--- src/rtl/encode_6466b.sv ---
// ---------------------------------------------------------------------------
// encode_6466b
//
// 64b/66b block encoder (Clause 49 style) for the 10G TX path. Two 32-bit
// XGMII-like words (4 lanes + 4 control flags each) are paired into one
// 8-lane block and encoded into a 64-bit payload plus a 2-bit sync header.
// No scrambling is done here; the output feeds the scrambler/gearbox.
//
// Ports:
//   i_txc        TX clock (only clock)
//   i_reset      asynchronous reset, active low
//   i_init_done  PCS init complete; while low the encoder sits in reset state
//   i_txd        XGMII data, byte k = lane k
//   i_txctl      XGMII control flags, bit k = lane k is a control character
//   i_tx_pause   gearbox stall; the input word is not consumed this cycle
//   o_txd        encoded payload; [7:0] is the block type for control blocks
//   o_tx_header  sync header, bit 0 sent first (data 2'b10, control 2'b01)
//   o_phase      debug view of the pairing state (1 = lanes 0-3 held)
//
// Handshake: there is no valid/ready pair. A word is consumed on every
// rising edge where i_init_done = 1 and i_tx_pause = 0; the first consumed
// word of a pair is lanes 0-3, the second is lanes 4-7. The encoded block
// appears on the edge that consumes the second word and is held until the
// next block completes.
// ---------------------------------------------------------------------------
module encode_6466b (
    input  logic        i_txc,
    input  logic        i_reset,
    input  logic        i_init_done,
    input  logic [31:0] i_txd,
    input  logic [3:0]  i_txctl,
    input  logic        i_tx_pause,
    output logic [63:0] o_txd,
    output logic [1:0]  o_tx_header,
    output logic        o_phase
);

    // XGMII character codes
    localparam logic [7:0] CH_IDLE  = 8'h07;
    localparam logic [7:0] CH_START = 8'hFB;
    localparam logic [7:0] CH_TERM  = 8'hFD;

    // 7-bit control codes used inside control blocks
    localparam logic [6:0] CODE_IDLE  = 7'h00;
    localparam logic [6:0] CODE_ERROR = 7'h1E;

    // Block type fields
    localparam logic [7:0] TYPE_CTRL   = 8'h1E;
    localparam logic [7:0] TYPE_START0 = 8'h78;
    localparam logic [7:0] TYPE_START4 = 8'h33;

    localparam logic [1:0] HDR_DATA = 2'b10;
    localparam logic [1:0] HDR_CTRL = 2'b01;

    // All-idle control block (every code is 0x00) and the error block
    // (every code is the error code).
    localparam logic [63:0] IDLE_BLOCK = 64'h0000_0000_0000_001E;
    localparam logic [63:0] ERR_BLOCK  = {{8{CODE_ERROR}}, TYPE_CTRL};

    typedef enum logic {
        PH_LOW  = 1'b0,   // waiting for lanes 0-3
        PH_HIGH = 1'b1    // lanes 0-3 held, waiting for lanes 4-7
    } phase_t;

    phase_t      phase;
    logic [31:0] lo_txd;
    logic [3:0]  lo_ctl;

    // Full 8-lane view: the held half plus the word currently presented.
    // Only meaningful while phase = PH_HIGH.
    logic [63:0] blk_d;
    logic [7:0]  blk_c;

    assign blk_d = {i_txd, lo_txd};
    assign blk_c = {i_txctl, lo_ctl};

    // ------------------------------------------------------------------
    // Per-lane decode
    // ------------------------------------------------------------------
    logic [7:0] lane [8];
    logic [6:0] code [8];
    logic [7:0] is_s;
    logic [7:0] is_t;

    always_comb begin
        for (int k = 0; k < 8; k++) begin
            lane[k] = blk_d[8*k +: 8];
            is_s[k] = blk_c[k] && (lane[k] == CH_START);
            is_t[k] = blk_c[k] && (lane[k] == CH_TERM);
            // Idle maps to 0x00; Error and every other control char to 0x1E.
            code[k] = (lane[k] == CH_IDLE) ? CODE_IDLE : CODE_ERROR;
        end
    end

    // ------------------------------------------------------------------
    // Terminate search: lane n is T, every lane below is data, every lane
    // above is a control character that is neither S nor T.
    // ------------------------------------------------------------------
    logic       term_hit;
    logic [2:0] term_pos;
    logic       low_ok;
    logic       high_ok;

    always_comb begin
        term_hit = 1'b0;
        term_pos = 3'd0;
        low_ok   = 1'b1;
        high_ok  = 1'b1;
        for (int n = 0; n < 8; n++) begin
            low_ok  = 1'b1;
            high_ok = 1'b1;
            for (int j = 0; j < 8; j++) begin
                if (j < n && blk_c[j]) begin
                    low_ok = 1'b0;
                end
                if (j > n && (!blk_c[j] || is_s[j] || is_t[j])) begin
                    high_ok = 1'b0;
                end
            end
            if (!term_hit && is_t[n] && low_ok && high_ok) begin
                term_hit = 1'b1;
                term_pos = 3'(n);
            end
        end
    end

    function automatic logic [7:0] term_type(input logic [2:0] pos);
        logic [7:0] t;
        case (pos)
            3'd0:    t = 8'h87;
            3'd1:    t = 8'h99;
            3'd2:    t = 8'hAA;
            3'd3:    t = 8'hB4;
            3'd4:    t = 8'hCC;
            3'd5:    t = 8'hD2;
            3'd6:    t = 8'hE1;
            default: t = 8'hFF;
        endcase
        return t;
    endfunction

    // ------------------------------------------------------------------
    // Block classification, first match wins
    // ------------------------------------------------------------------
    logic [63:0] enc_txd;
    logic [1:0]  enc_hdr;

    always_comb begin
        enc_txd = ERR_BLOCK;
        enc_hdr = HDR_CTRL;
        if (blk_c == 8'h00) begin
            enc_txd = blk_d;
            enc_hdr = HDR_DATA;
        end else if (blk_c == 8'hFF && (is_s | is_t) == 8'h00) begin
            // Code for lane k sits at [7k+14 : 7k+8].
            enc_txd      = 64'd0;
            enc_txd[7:0] = TYPE_CTRL;
            for (int k = 0; k < 8; k++) begin
                enc_txd[7*k+8 +: 7] = code[k];
            end
        end else if (blk_c == 8'h01 && is_s[0]) begin
            enc_txd = {blk_d[63:8], TYPE_START0};
        end else if (blk_c == 8'h1F && is_s[4] &&
                     (is_s[3:0] | is_t[3:0]) == 4'h0) begin
            // Lane 4 (the S itself) carries no data; 4 pad bits follow C3.
            enc_txd = {blk_d[63:40], 4'h0,
                       code[3], code[2], code[1], code[0], TYPE_START4};
        end else if (term_hit) begin
            // Data lanes below T are packed from bit 8 upward; control
            // codes above T keep the same 7-bit slots as the all-control
            // block, so lane 7 ends at bit 63. Anything between is zero.
            enc_txd      = 64'd0;
            enc_txd[7:0] = term_type(term_pos);
            for (int j = 0; j < 7; j++) begin
                if (j < int'(term_pos)) begin
                    enc_txd[8*j+8 +: 8] = lane[j];
                end
            end
            for (int j = 1; j < 8; j++) begin
                if (j > int'(term_pos)) begin
                    enc_txd[7*j+8 +: 7] = code[j];
                end
            end
        end
    end

    // ------------------------------------------------------------------
    // Pairing state and registered outputs
    // ------------------------------------------------------------------
    always_ff @(posedge i_txc or negedge i_reset) begin
        if (!i_reset) begin
            phase       <= PH_LOW;
            lo_txd      <= 32'd0;
            lo_ctl      <= 4'd0;
            o_txd       <= IDLE_BLOCK;
            o_tx_header <= HDR_CTRL;
        end else if (!i_init_done) begin
            // Not initialised: sit in the reset state, discarding any half.
            phase       <= PH_LOW;
            lo_txd      <= 32'd0;
            lo_ctl      <= 4'd0;
            o_txd       <= IDLE_BLOCK;
            o_tx_header <= HDR_CTRL;
        end else if (!i_tx_pause) begin
            case (phase)
                PH_LOW: begin
                    lo_txd <= i_txd;
                    lo_ctl <= i_txctl;
                    phase  <= PH_HIGH;
                end
                default: begin
                    o_txd       <= enc_txd;
                    o_tx_header <= enc_hdr;
                    phase       <= PH_LOW;
                end
            endcase
        end
    end

    assign o_phase = (phase == PH_HIGH);

endmodule

--- config.mk ---
export PLATFORM = sky130hd
export DESIGN_NAME = encode_6466b
export DESIGN_NICKNAME = d
export VERILOG_FILES = /design/src/rtl/encode_6466b.sv
export SDC_FILE = /design/constraint.sdc
export NUM_CORES = 1
export LEC_CHECK = 0
export ABC_CLOCK_PERIOD_IN_PS = 3600
export BUFFER_PORTS_ARGS = -buffer_cell sky130_fd_sc_hd__buf_2
export CELL_PAD_IN_SITES_DETAIL_PLACEMENT = 0
export CELL_PAD_IN_SITES_GLOBAL_PLACEMENT = 1
export CORE_ASPECT_RATIO = 1.2
export CORE_MARGIN = 2
export CORE_UTILIZATION = 43
export DETAILED_ROUTE_END_ITERATION = 10
export PLACE_DENSITY_LB_ADDON = 0.1
export REMOVE_ABC_BUFFERS = 1
export SLEW_MARGIN = 15
export SYNTH_ARGS = -nofsm -noshare
export SYNTH_HDL_FRONTEND = slang
export SYNTH_SLANG_ARGS = --single-unit
--- constraint.sdc ---
create_clock -name i_txc -period 3.6 [get_ports i_txc]
set_input_delay 0.54 -clock i_txc [delete_from_list [all_inputs] [get_ports i_txc]]
set_output_delay 0.54 -clock i_txc [all_outputs]
set_load 0.01 [all_outputs]
==> flow_metrics.tcl, run 1 <==
set metrics [dict create \
    status "complete, no violations" \
    max_freq_mhz 310 \
    cts_sinks 103 \
    design_area_um2 7410 \
    ir_drop_mv 0.189 \
    worst_slew_pin_slew_ns 0.669 \
    grt_first_pass_wirelength_um 35700 \
    p_leak_uw 0.00350 \
    min_period_ns 3.23 \
    final_nets 837 \
    die_area_um2 15500 \
    synth_top_family_by_area "compound AO/OA/AOI/OAI gates" \
    critical_path_class "reg2reg" \
    fin_util 0.519 \
    area_growth_pct 18.9 \
    overflow 0 \
    dp_slack_ns 0.286 \
    wl_um 23600 \
    layout_commonest_cell "buf_2" \
    arrival_ns 3.46 \
    cts-root-buf "clkbuf_16" \
    rows 48 \
    finalSetupViolations 0 \
    cts_resized 0 \
    regToRegStartpoint "lo_ctl[0]" \
    synth_seq_area_share 0.415 \
    drt-initial-drc-count 604 \
    cts_hold_buffers 0 \
    setup-tns-final_ns 0 \
    routedWlPerCell_um 24.3 \
    die_y_um 136 \
    clkLatencyLatePin_ns 0.37 \
    syn_inst 676 \
    core_area_um2 14300 \
    mostFrequentLayoutCells "105 x buf_2, 98 x dfrtp_1, 80 x nand2_1" \
    n_antenna_cell 0 \
    gr-usage-all-layers 0.309 \
    antenna_found_initial 0 \
    synth_cell_types 85 \
    clk_pin_slew_worst_paths_ns 0.07 \
    cp.required_ns 3.83 \
    critical-path-top-delay-family "simple AND/OR/NAND/NOR gates" \
    yosysWarnings 0 \
    r2r-end "o_txd[5]" \
    synthXorXnorAreaFrac 0.0112 \
    setup_slack_ns 0.375 \
    synth_area_um2 6230 \
    cp_max_fo 15 \
    path_cells "nand3_1 > nor3_1 > nor4_1 > nand3_1 > and2_1 > nand3_1 > a211oi_1 > nor3_1" \
    dpl_cell_area_um2 7130 \
    finalPower_uw 2630 \
    synth_adder_area_share 0.0100 \
    slew_viol_final 0 \
    initial_core_util 0.436 \
    grt_max_degree 54 \
    cts_max_path_buffers 2 \
    routabilityCongestion 0.998 \
    ff2ff_setup_slack_ns 0.37 \
    critPathLaunchType "flip-flop" \
    synth_flop_cell "dfrtp_1" \
    dp_hpwl_um 18000 \
    synth_compound_area_frac 0.280 \
    cp-end-kind "flip-flop" \
    ys_async_sr_fraction 1.00 \
    critPathMostFrequentCell "nand3_1" \
    slowest_delay_ns 0.63 \
    first_global_vias 5941 \
    grt_setup_unrepaired "false" \
    synth_edf_count 0 \
    htree_levels 3 \
    slowest_stage "dfrtp_1" \
    min_path_type "in2async" \
    synth_mux_area_frac 0.00903 \
    finalHoldViolations 0 \
    relSlewSlack 0.551 \
    skew_ns 0.0173 \
    power.density_nw_per_um2 354 \
    cts_buffers 9 \
    worst-path-buf-inv 0 \
    finalCritPeriodShare 0.896 \
    syn_avg_cell_area_um2 9.22 \
    fp.dieW_um 114 \
    ant_nets 0 \
    maxCapViolations 0 \
    cts_tree "yes" \
    ys_seq_elements 103 \
    drc 0 \
    worst_r2r_path_depth 8 \
    viasPerCell 6.36 \
    pin_count 107 \
    drt_pass1_iterations 5 \
    portBuffers 106 \
    drive_gt1_frac 0.256 \
    vias 6179 \
    post_cts_buffers 0 \
    synth-simple-area-share 0.234 \
]
[worst max-delay path by stage]
| stage | start | endpoint | slack, ns | cells after the start |
|---|---|---|---|---|
| floorplan | lo_ctl[1] | o_txd[24] | 0.55 | 11 |
| global placement | i_txd[26] | o_txd[44] | 0.29 | 11 |
| detailed placement | i_txd[26] | o_txd[44] | 0.29 | 11 |
| CTS | lo_ctl[0] | o_txd[5] | 0.38 | 8 |
| global route | lo_txd[26] | o_txd[57] | 0.11 | 11 |
| finish | lo_ctl[0] | o_txd[5] | 0.37 | 8 |
[flip-flops by register name, indices dropped and copies added (netlist names)]
signal / cells
o_txd: 64
lo_txd: 32
lo_ctl: 4
o_tx_header: 2
o_phase: 1
[per-layer routing]
layer | up-vias | part of all wire | GRT usage | wire [um]
met4 | 0 | 0.028 | 0.119 | 657
met1 | 3016 | 0.41 | 0.399 | 9610
met2 | 328 | 0.49 | 0.518 | 11500
li1 | 2798 | - | - | -
met5 | - | 0 | 0 | 0
met3 | 37 | 0.078 | 0.0571 | 1830
[area by class of cell]
| class | count | area (um2) |
|---|---|---|
| fill | 1408 | 6880 |
| inverter | 14 | 52.6 |
| clock buffer | 9 | 225 |
| clock inverter | 7 | 55.1 |
| tap | 175 | 219 |
| multi-input combinational | 516 | 3400 |
| sequential | 103 | 2580 |
| timing repair buffer | 148 | 873 |
[cells in the mapped netlist (all sizes together), types with 7 or more instances]
library cell | n | area (um2)
a21boi | 15 | 113
a21o | 20 | 150
a21oi | 22 | 125
a221oi | 7 | 61.3
a22o | 48 | 420
a22oi | 7 | 52.6
and2 | 8 | 50.1
buf | 15 | 95.1
clkbuf | 28 | 105
dfrtp | 98 | 2450
inv | 14 | 52.6
nand2 | 82 | 318
nand3 | 20 | 115
nand4 | 14 | 93.8
nor2 | 43 | 178
nor3 | 17 | 95.1
nor4 | 19 | 189
o211ai | 12 | 95.1
o21ai | 70 | 354
or4 | 8 | 63.8
[kinds of logic after synthesis]
kind of cell | Yosys count
mux | 5
xor+xnor | 8
compound gates | 241
buf+inv | 57
flops | 103
simple gates | 257
fa+ha+maj | 5
[worst register-to-register path, delay by kind of cell (launching register included)]
| kind | cells | cell delay, ns |
|---|---|---|
| AOI/OAI and AO/OA | 1 | 0.46 |
| and+or+nand+nor | 7 | 2.01 |
| DFF | 1 | 0.63 |
[where the power goes]
part	internal, uW	switching, uW
Sequential	1220	69.4
Clock	476	473
Combinational	145	246
Total	1840	788
[metrics by stage]
step           hold WS, ns  cells
5_1_grt              0.249    972
6_report             0.192    972
3_3_place_gp         0.457    956
4_1_cts              0.223    972
2_1_floorplan        0.244    633
3_5_place_dp         0.465    956
No activity file was read; power rests on OpenSTA's default activity.
==> inputs of run 2 (changes only) <==
--- a/config.mk
+++ b/config.mk
@@ -6,14 +6,13 @@
 export NUM_CORES = 1
 export LEC_CHECK = 0
 export ABC_CLOCK_PERIOD_IN_PS = 3600
-export BUFFER_PORTS_ARGS = -buffer_cell sky130_fd_sc_hd__buf_2
+export BUFFER_PORTS_ARGS = -buffer_cell sky130_fd_sc_hd__buf_4
 export CELL_PAD_IN_SITES_DETAIL_PLACEMENT = 0
 export CELL_PAD_IN_SITES_GLOBAL_PLACEMENT = 1
 export CORE_ASPECT_RATIO = 1.2
-export CORE_MARGIN = 2
 export CORE_UTILIZATION = 43
 export DETAILED_ROUTE_END_ITERATION = 10
-export PLACE_DENSITY_LB_ADDON = 0.1
+export PLACE_DENSITY = 0.79
 export REMOVE_ABC_BUFFERS = 1
 export SLEW_MARGIN = 15
 export SYNTH_ARGS = -nofsm -noshare
==> run 2 against run 1 <==
Compared with the run above:
- the flow now finishes with violations (design-rule violations)
- cell area increased by 3.1%
- critical path depth increased by 1
- sequential cell count unchanged
- critical endpoint is now o_txd[56]
- via count increased by 0.95%
- largest power group unchanged
==> flow_metrics.tcl, run 2 (synthesized netlist as in run 1, its figures left out) <==
set metrics [dict create \
    routedWlPerCell_um 24.3 \
    cts-root-buf "clkbuf_16" \
    cts_sinks 103 \
    cp-end-kind "flip-flop" \
    pin_count 107 \
    min_period_ns 3.23 \
    n_antenna_cell 0 \
    overflow 0 \
    post_cts_buffers 0 \
    grt_max_degree 58 \
    initial_core_util 0.445 \
    path_cells "or4_4 > nor4_1 > a41oi_1 > o211ai_2 > ha_1 > inv_1 > nor4_2 > nand3_1 > nand2_1" \
    finalHoldViolations 0 \
    worst_r2r_path_depth 9 \
    rows 47 \
    cp_max_fo 8 \
    cts_resized 0 \
    critical_path_class "reg2reg" \
    slew_viol_final 0 \
    die_area_um2 15000 \
    cts_max_path_buffers 2 \
    htree_levels 3 \
    core_area_um2 14000 \
    mostFrequentLayoutCells "140 x buf_4, 98 x dfrtp_1, 80 x nand2_1" \
    ff2ff_setup_slack_ns 0.37 \
    cp.required_ns 3.90 \
    status "complete, but fails checks" \
    viasPerCell 6.49 \
    r2r-end "o_txd[56]" \
    cts_tree "yes" \
    grt_first_pass_wirelength_um 35500 \
    drt-initial-drc-count 508 \
    critPathLaunchType "flip-flop" \
    slowest_stage "nor4_2" \
    critical-path-top-delay-family "simple AND/OR/NAND/NOR gates" \
    die_y_um 134 \
    violations "design-rule violations" \
    largestRegisters "o_txd (64), lo_txd (32), lo_ctl (4)" \
    gr-usage-all-layers 0.316 \
    slowest_delay_ns 0.60 \
    antenna_found_initial 0 \
    worst-path-buf-inv 1 \
    area_growth_pct 22.6 \
    drt_pass1_iterations 8 \
    grt_setup_unrepaired "false" \
    p_leak_uw 0.00353 \
    placedCellCount 945 \
    final_cell_count_no_fill 961 \
    cts_hold_buffers 0 \
    worst_slew_pin_slew_ns 0.791 \
    fp.dieW_um 112 \
    finalSetupViolations 0 \
    vias 6238 \
    dp_hpwl_um 17400 \
    arrival_ns 3.53 \
    cts_buffers 9 \
    ant_nets 0 \
    clkLatencyLatePin_ns 0.36 \
    setup-tns-final_ns 0 \
    routabilityCongestion 0.913 \
    max_freq_mhz 310 \
    skew_ns 0.00961 \
    relSlewSlack 0.469 \
    finalCritPeriodShare 0.897 \
    regToRegStartpoint "lo_ctl[2]" \
    regMostFlops "o_txd" \
    power.density_nw_per_um2 360 \
    final_nets 830 \
    largest_reg_flops 64 \
    drive_gt1_frac 0.249 \
    portBuffers 106 \
    min_path_type "in2async" \
    fin_util 0.546 \
    maxCapViolations 0 \
    drc 4 \
    first_global_vias 6163 \
    ir_drop_mv 0.188 \
    clk_pin_slew_worst_paths_ns 0.07 \
    layout_commonest_cell "buf_4" \
    wl_um 23300 \
]
-- run 2: changes by cell type in the layout (fill, tap and decap cells not counted) --
| cell | before | now |
|---|---|---|
| buf_2 | 105 | 0 |
| buf_4 | 41 | 140 |
| buf_12 | 2 | 1 |
| bufinv_16 | 0 | 1 |
| clkbuf_8 | 0 | 1 |
| clkinv_2 | 2 | 1 |
| clkinv_4 | 2 | 1 |
| clkinv_8 | 0 | 1 |
| clkinvlp_4 | 1 | 0 |
| inv_6 | 1 | 2 |
| inv_8 | 1 | 0 |
-- run 2: how the worst max path moves through the flow --
stage | from | endpoint | slack [ns] | cells past startpoint
global route | lo_txd[19] | o_txd[63] | 0.17 | 11
global placement | i_txctl[0] | o_txd[56] | 0.30 | 10
floorplan | lo_ctl[1] | o_txd[24] | 0.55 | 11
detailed placement | i_txctl[0] | o_txd[63] | 0.29 | 10
finish | lo_ctl[2] | o_txd[56] | 0.37 | 9
CTS | lo_ctl[2] | o_txd[56] | 0.39 | 9
-- run 2: stage by stage --
stage	hold WS, ns	power [uW]	area, um2	setup slack, ns
finish	0.190	2750	7640	0.370
detailed placement	0.471	1720	7320	0.292
floorplan	0.244	1460	6030	0.548
CTS	0.214	2760	7640	0.391
global placement	0.464	1710	7320	0.298
global route	0.233	2840	7640	0.171
-- run 2: metal layers --
metal | GRT usage | vias up | wire length [um] | part of all wire
li1 | - | 2783 | - | -
met1 | 0.401 | 3071 | 9370 | 0.40
met2 | 0.516 | 315 | 11200 | 0.48
met3 | 0.0529 | 69 | 1760 | 0.075
met4 | 0.165 | 0 | 1020 | 0.044
met5 | 0 | - | 0 | 0
-- run 2: report_power, final --
part	total, uW	switching, uW	internal (uW)
Combinational	415	245	170
Sequential	1290	71.1	1220
Clock	1050	478	570
-- run 2: cell type report --
class	instances	area, um2
fillers	1310	6350
flip-flops and latches	103	2580
repair buffers	141	1070
clock buffers	10	239
inverters	14	52.6
well taps	171	214
clock inverters	6	77.6
multi-input cells	516	3400
